## src/rtl/sweep_pkg.sv

```systemverilog
// Shared types and sizes for the truth-table sweeper.
// Latency: n/a (package only).
// Backpressure: n/a.
package sweep_pkg;

    localparam int N_IN  = 5;
    localparam int N_VEC = 32;
    localparam int CNT_W = 4;

    // Sweep FSM states: waiting for start, walking the vectors, completion pulse.
    typedef enum logic [1:0] {
        ST_IDLE   = 2'd0,
        ST_SETTLE = 2'd1,
        ST_DONE   = 2'd2
    } state_t;

endpackage

```

## src/rtl/sweep_settle_timer.sv

```systemverilog
// Loadable down-counter timing how long each vector settles before sampling.
// Latency: zero flag is registered, valid the cycle after load.
// Backpressure: none; counts down every cycle and parks at zero.
module sweep_settle_timer
    import sweep_pkg::*;
(
    input  logic             clk,
    input  logic             rst,
    input  logic             load,
    input  logic [CNT_W-1:0] load_val,
    output logic             zero
);

    logic [CNT_W-1:0] cnt_q;
    logic [CNT_W-1:0] cnt_d;

    // Load has priority; otherwise count down and hold once zero is reached.
    always_comb begin
        cnt_d = cnt_q;
        if (load) begin
            cnt_d = load_val;
        end else if (cnt_q != '0) begin
            cnt_d = cnt_q - CNT_W'(1);
        end
    end

    // Counter register with synchronous reset.
    always_ff @(posedge clk) begin
        if (rst) begin
            cnt_q <= '0;
        end else begin
            cnt_q <= cnt_d;
        end
    end

    assign zero = (cnt_q == '0);

endmodule

```

## src/rtl/truth_table_sweeper.sv

```systemverilog
// Walks x through 0..31, waits SETTLE cycles per vector, captures y into table_q;
// optional golden-table comparator built when SWEEP_CHECK_EN is defined.
// Latency: 32*(SETTLE+1) cycles per sweep; no backpressure, start ignored while busy.
module truth_table_sweeper
    import sweep_pkg::*;
#(
    parameter int unsigned       SETTLE   = 2,
    parameter logic [N_VEC-1:0]  EXPECTED = '0
) (
    input  logic             clk,
    input  logic             rst,
    input  logic             start,
    input  logic             y,
    output logic [N_IN-1:0]  x,
    output logic             busy,
    output logic             done,
    output logic [N_VEC-1:0] table_q
`ifdef SWEEP_CHECK_EN
    ,
    output logic             mismatch,
    output logic [5:0]       err_count,
    output logic [N_IN-1:0]  first_err
`endif
);

    localparam logic [CNT_W-1:0] SETTLE_LD = CNT_W'(SETTLE);
    localparam logic [N_IN-1:0]  LAST_IDX  = N_IN'(N_VEC - 1);

    state_t state_q;
    logic   cnt_zero;
    logic   launch;
    logic   sample;
    logic   last_vec;
    logic   timer_load;

    // x doubles as the vector index; it is 0 whenever the FSM is idle.
    assign launch     = (state_q == ST_IDLE) && start;
    assign sample     = (state_q == ST_SETTLE) && cnt_zero;
    assign last_vec   = (x == LAST_IDX);
    assign timer_load = launch || (sample && !last_vec);

    sweep_settle_timer u_timer (
        .clk      (clk),
        .rst      (rst),
        .load     (timer_load),
        .load_val (SETTLE_LD),
        .zero     (cnt_zero)
    );

    // Sweep FSM with registered stimulus, status and captured table.
    always_ff @(posedge clk) begin
        if (rst) begin
            state_q <= ST_IDLE;
            x       <= '0;
            busy    <= 1'b0;
            done    <= 1'b0;
            table_q <= '0;
        end else begin
            done <= 1'b0;
            case (state_q)
                ST_IDLE: begin
                    if (start) begin
                        state_q <= ST_SETTLE;
                        x       <= '0;
                        busy    <= 1'b1;
                        table_q <= '0;
                    end
                end
                ST_SETTLE: begin
                    if (cnt_zero) begin
                        table_q[x] <= y;
                        if (last_vec) begin
                            state_q <= ST_DONE;
                            x       <= '0;
                            busy    <= 1'b0;
                            done    <= 1'b1;
                        end else begin
                            x <= x + N_IN'(1);
                        end
                    end
                end
                ST_DONE: begin
                    state_q <= ST_IDLE;
                end
                default: begin
                    state_q <= ST_IDLE;
                end
            endcase
        end
    end

`ifdef SWEEP_CHECK_EN
    logic bit_miss;

    assign bit_miss = (y != EXPECTED[x]);

    // Compare each captured bit with the golden table; first_err latches once.
    always_ff @(posedge clk) begin
        if (rst || launch) begin
            mismatch  <= 1'b0;
            err_count <= '0;
            first_err <= '0;
        end else if (sample && bit_miss) begin
            mismatch  <= 1'b1;
            err_count <= err_count + 6'd1;
            if (!mismatch) begin
                first_err <= x;
            end
        end
    end
`else
    // Without the comparator the golden table has no consumer.
    logic unused_expected;
    assign unused_expected = ^EXPECTED;
`endif

endmodule

```

## config.mk

```make
export PLATFORM = sky130hd
export DESIGN_NAME = truth_table_sweeper
export DESIGN_NICKNAME = d
export VERILOG_FILES = /design/src/rtl/sweep_pkg.sv /design/src/rtl/sweep_settle_timer.sv /design/src/rtl/truth_table_sweeper.sv
export SDC_FILE = /design/constraint.sdc
export NUM_CORES = 1
export LEC_CHECK = 0
export CAP_MARGIN = 20
export CORE_MARGIN = 2
export CORE_UTILIZATION = 55
export DETAILED_ROUTE_END_ITERATION = 6
export GPL_TIMING_DRIVEN = 0
export PLACE_DENSITY = 0.88
export SYNTH_ARGS = -nofsm -noshare
export SYNTH_HDL_FRONTEND = slang
export SYNTH_HIERARCHICAL = 1
export SYNTH_SLANG_ARGS = --single-unit
```

## constraint.sdc

```tcl
create_clock -name clk -period 4.2 [get_ports clk]
set_input_delay 1.05 -clock clk [delete_from_list [all_inputs] [get_ports clk]]
set_output_delay 1.05 -clock clk [all_outputs]
set_load 0.03 [all_outputs]
```

---- Word level (Yosys, flattened, before mapping) ----
Cells that the tools add are included.
storage, ports and cells
  bits in registers ....................... 45
  bits of input ports ..................... 4
  output and inout bits ................... 39
  logic and storage cells ................. 55
operators by class
  add/sub/neg operators ................... 2
  $lt $le $gt $ge ......................... 2
  equality and inequality tests ........... 5
  multiplexer cells ....................... 21
  bitwise gates (word level) .............. 2
  reduce and logical (&&, ||, !) cells .... 16
operator list
  kind                                                                                  number
  32-bit two-way mux                                                                    2
  32-bit case mux with 2 select lines                                                   1
  32-bit bitwise mux                                                                    1
  5-bit two-way mux                                                                     3
  2-bit two-way mux                                                                     5
  5-bit case mux with 2 select lines                                                    1
  5-bit by 6-bit less-than comparator with 1-bit output (second input constant)         1
  2-bit inequality test (second input constant)                                         3
  3-bit AND reduction                                                                   2
  5-bit by 1-bit adder with 5-bit output (second input constant)                        1
  1-bit demux with 5-bit select                                                         1
  5-bit equality test (second input constant)                                           1
  5-bit by 1-bit greater-or-equal comparator with 1-bit output (second input constant)  1
  1-bit two-way mux                                                                     5
  1-bit logical AND                                                                     4
  4-bit zero test                                                                       1
  2-bit case mux with 2 select lines                                                    1
  4-bit AND reduction                                                                   1
  2-bit nonzero test                                                                    2
  4-bit nonzero test                                                                    1
  4-bit by 1-bit subtractor with 4-bit output (second input constant)                   1
  3-bit OR reduction                                                                    1
  2-bit by 1-bit equality test with 1-bit output (second input constant)                1
  2-bit zero test                                                                       1
  5 further kinds                                                                       6

---- Longest topological paths before layout ----
  word-level depth ........................ 7
  depth in mapped cells ................... 7
  depth with buffers taken out ............ 7

---- Hierarchy ----
Netlist, hierarchy kept.
by module, submodules not included
  module               times used  cells each  area each (µm²)  seq. area each (µm²)
  truth_table_sweeper  1           220         2058.2           820.8
  sweep_settle_timer   1           24          229.0            80.1

---- Least setup slack after synthesis ----
OpenSTA, ideal clock, no wires.
  path kind ............................... input to register
  start ................................... input start
  end ..................................... register table_q[0]
  arrival time ............................ 1877 ps
  setup slack ............................. 2201 ps
  cell stages on the path ................. 5
  path buffers ............................ 2
  cell sequence ........................... or3b_1 clkbuf_1 nand3b_1 buf_2 mux2i_1
between the ends
  longest elaborated chain between the ends .. 2
ends and longest elaborated chain
  what                                    RTL line                   source
  from (decl)                             truth_table_sweeper.sv:12  input logic start,
  2-bit inequality test (no source line)  --
  3-bit AND reduction (no source line)    --
  to (signal, indexed assignment)         truth_table_sweeper.sv:71  table_q[x] <= y;
  to (decl)                               truth_table_sweeper.sv:17  output logic [N_VEC-1:0] table_q
Every way passes these cells.
A chain may end at the register's enable or synchronous reset.

---- Worst setup path in the final report ----
  start ................................... register x[4]
  end ..................................... output x[4]
RTL lines
  what                    RTL line                   source
  from (decl)             truth_table_sweeper.sv:14  output logic [N_IN-1:0] x,
  from (signal assigned)  truth_table_sweeper.sv:78  x <= x + N_IN'(1);
No word-level cell between the ends.

==> results.sh <==
export IMPL_yosysWarnings=6
export IMPL_crit_path_end="x[4]"
export IMPL_grt_pass1_wl_um=8460
export IMPL_drv_cap=0
export IMPL_power_mw=0.982
export IMPL_final_layout_size_suffix_gt1_share_pct=8.45
export IMPL_r2r_start="x[2]"
export IMPL_ff_latch_area_um2=901
export IMPL_gp_congestion=0.824
export IMPL_critPathMaxStageDelay_ps=750
export IMPL_htree_levels=2
export IMPL_layout_nets=305
export IMPL_portBuffers=42
export IMPL_status="finished, final reports clean"
export IMPL_timing_rr_end="u_timer/cnt_q[3]"
export IMPL_core_rowCount=23
export IMPL_wirelength_um=5240
export IMPL_cts_setup_buffers=0
export IMPL_clk_latency_ps=300
export IMPL_drtAntennaViolNets=0
export IMPL_crit_family="buffers and inverters"
export IMPL_final_hold_violation_count=0
export IMPL_critical_path_depth=1
export IMPL_netlist_area_um2=2290
export IMPL_tightestPinTransition_ps=532
export IMPL_antenna_found_initial=0
export IMPL_syn2layout_area_growth_pct=25.4
export IMPL_final_common_cell="dfxtp_1"
export IMPL_worstPathRequired_ps=3150
export IMPL_numCtsBuffers=5
export IMPL_cts_hold_buf=0
export IMPL_clkSlewWorstSetupHoldPaths_ps=90
export IMPL_worst_path_buf_inv=1
export IMPL_worstPathCellList="clkdlybuf4s50_1"
export IMPL_vias=1909
export IMPL_initial_utilization_pct=57.2
export IMPL_drt_iter0_markers=194
export IMPL_hold_path_class="reg2reg"
export IMPL_wl_per_cell_um=15.2
export IMPL_synth_edff_count=0
export IMPL_slew_headroom_pct=64.0
export IMPL_clockBufferDepth=2
export IMPL_route_detailed_drc=0
export IMPL_place_inst=338
export IMPL_grt_max_degree=16
export IMPL_layout_common_cells="dfxtp_1 (45), clkdlybuf4s50_1 (42), nand3b_1 (33), nand3_1 (33), mux2i_1 (31)"
export IMPL_crit_arrival_ps=1610
export IMPL_post_cts_resized=0
export IMPL_final_cells=346
export IMPL_ys_seq_area_share_pct=39.4
export IMPL_io_pins=43
export IMPL_irDropWorstVdd_v=0.000263
export IMPL_die_w_um=68.5
export IMPL_setup_violations_final=0
export IMPL_grt_overflow=0
export IMPL_n_antenna_cell=0
export IMPL_die_area_um2=4690
export IMPL_ys_types=39
export IMPL_period_needed_ps=2660
export IMPL_crit_fanout=11
export IMPL_fin_crit_sh_pct=63.3
export IMPL_final_util_pct=71.7
export IMPL_firstDrtPassIters=4
export IMPL_rsz0062_at_grt="no"
export IMPL_hpwl_um=3610
export IMPL_crit_slowest_cell="clkdlybuf4s50_1"
export IMPL_synth_seq_cells=45
export IMPL_syn_area_per_cell_um2=9.37
export IMPL_worstRegToRegCells=7
export IMPL_cts_tree="yes"
export IMPL_cts_sinks=45
export IMPL_fin_tns_setup_ps=0
export IMPL_cts_root_buffer="clkbuf_8"
export IMPL_fin_skew_ps=6.28
export IMPL_p_per_area_nw_per_um2=342
export IMPL_fmax_mhz=376
export IMPL_slew_violations=0
export IMPL_synth_ff_type="dfxtp_1"
export IMPL_fillers=317
export IMPL_crit_path_start_kind="flip-flop"
export IMPL_routed_via_density=5.52
export IMPL_grt_use_total_pct=24.3
export IMPL_grt_pass1_vias=1822
export IMPL_ys_async_sr_fraction_pct=0
export IMPL_p_leak_nw=1.19
export IMPL_critPathCaptureType="output port"
export IMPL_critPathKind="reg2out"
export IMPL_core_um2=4000
export IMPL_multiInputGateArea_um2=1270
export IMPL_r2r_slack_ps=2010
export IMPL_die_y_um=68.5
export IMPL_postSynthCellCount=244
export IMPL_startpoint="x[4]"
==> how the worst min path moves through the flow <==
stage | from | endpoint | cells after the start | slack, ps
floorplan | state_q[0] | busy | 2 | 550
global placement | table_q[21] | table_q[21] | 2 | 480
detailed placement | table_q[5] | table_q[5] | 2 | 480
CTS | table_q[21] | table_q[21] | 2 | 500
global route | table_q[15] | table_q[15] | 2 | 520
finish | table_q[18] | table_q[18] | 2 | 500
==> sequential cells by signal, summed over array words and instances, names as in the netlist <==
signal	cells
table_q	32
busy	1
u_timer/cnt_q	4
done	1
x	5
state_q	2
==> per-layer routing <==
layer  vias up  GRT usage (%)  routed length, um
li1        967              -                  -
met1       883           30.6               2420
met2        52           40.6               2560
met3         7           5.76                208
met4         0           8.00                 57
met5         -              0                  0
==> metrics by stage <==
stage          worst slack [ps]  cell area [um^2]  hold WS (ps)
6_report                   1540              2870           496
3_3_place_gp               1400              2780           479
4_1_cts                    1550              2870           500
3_5_place_dp               1330              2780           478
2_1_floorplan              2200              2290           552
5_1_grt                    1530              2870           522
==> kinds of logic (layout without fill, tap and decap cells) <==
group	Yosys count	in the layout	synth area share, %
AOI/OAI and AO/OA	20	20	5.53
muxes	34	34	15.2
DFF	45	45	39.4
buffers and inverters	27	77	5.25
and+or+nand+nor	108	108	30.3
xor gates and xnor gates	2	2	0.766
adders and majority gates	6	6	3.28
other	2	4	0.328
==> cell usage after synthesis (all sizes together) (3+ instances only) <==
master	count	area [um^2]
dfxtp	45	901
nand3	33	165
nand3b	33	248
mux2i	32	324
clkbuf	12	45.0
buf	10	56.3
nor2b	7	43.8
a21oi	6	30.0
ha	6	75.1
nand2	6	22.5
and3b	5	45.0
inv	5	18.8
o21ai	5	25.0
nor3	4	25.0
nor3b	4	41.3
a211oi	3	22.5
and3	3	18.8
==> layout make-up <==
class	count	area share, %
multi-input combinational	174	44.4
tap	50	2.18
sequential	45	31.4
timing repair buffer	42	14.7
buffer	22	3.53
inverter	5	0.654
clock buffer	5	2.40
clock inverter	3	0.742
==> power by group <==
part           switching, mW  leakage (nW)  internal [mW]
Clock                  0.155        0.0445          0.118
Sequential            0.0189         0.364          0.445
Combinational          0.139         0.779          0.105
Total                  0.313          1.19          0.669
No activity file was read; power rests on OpenSTA's default activity.
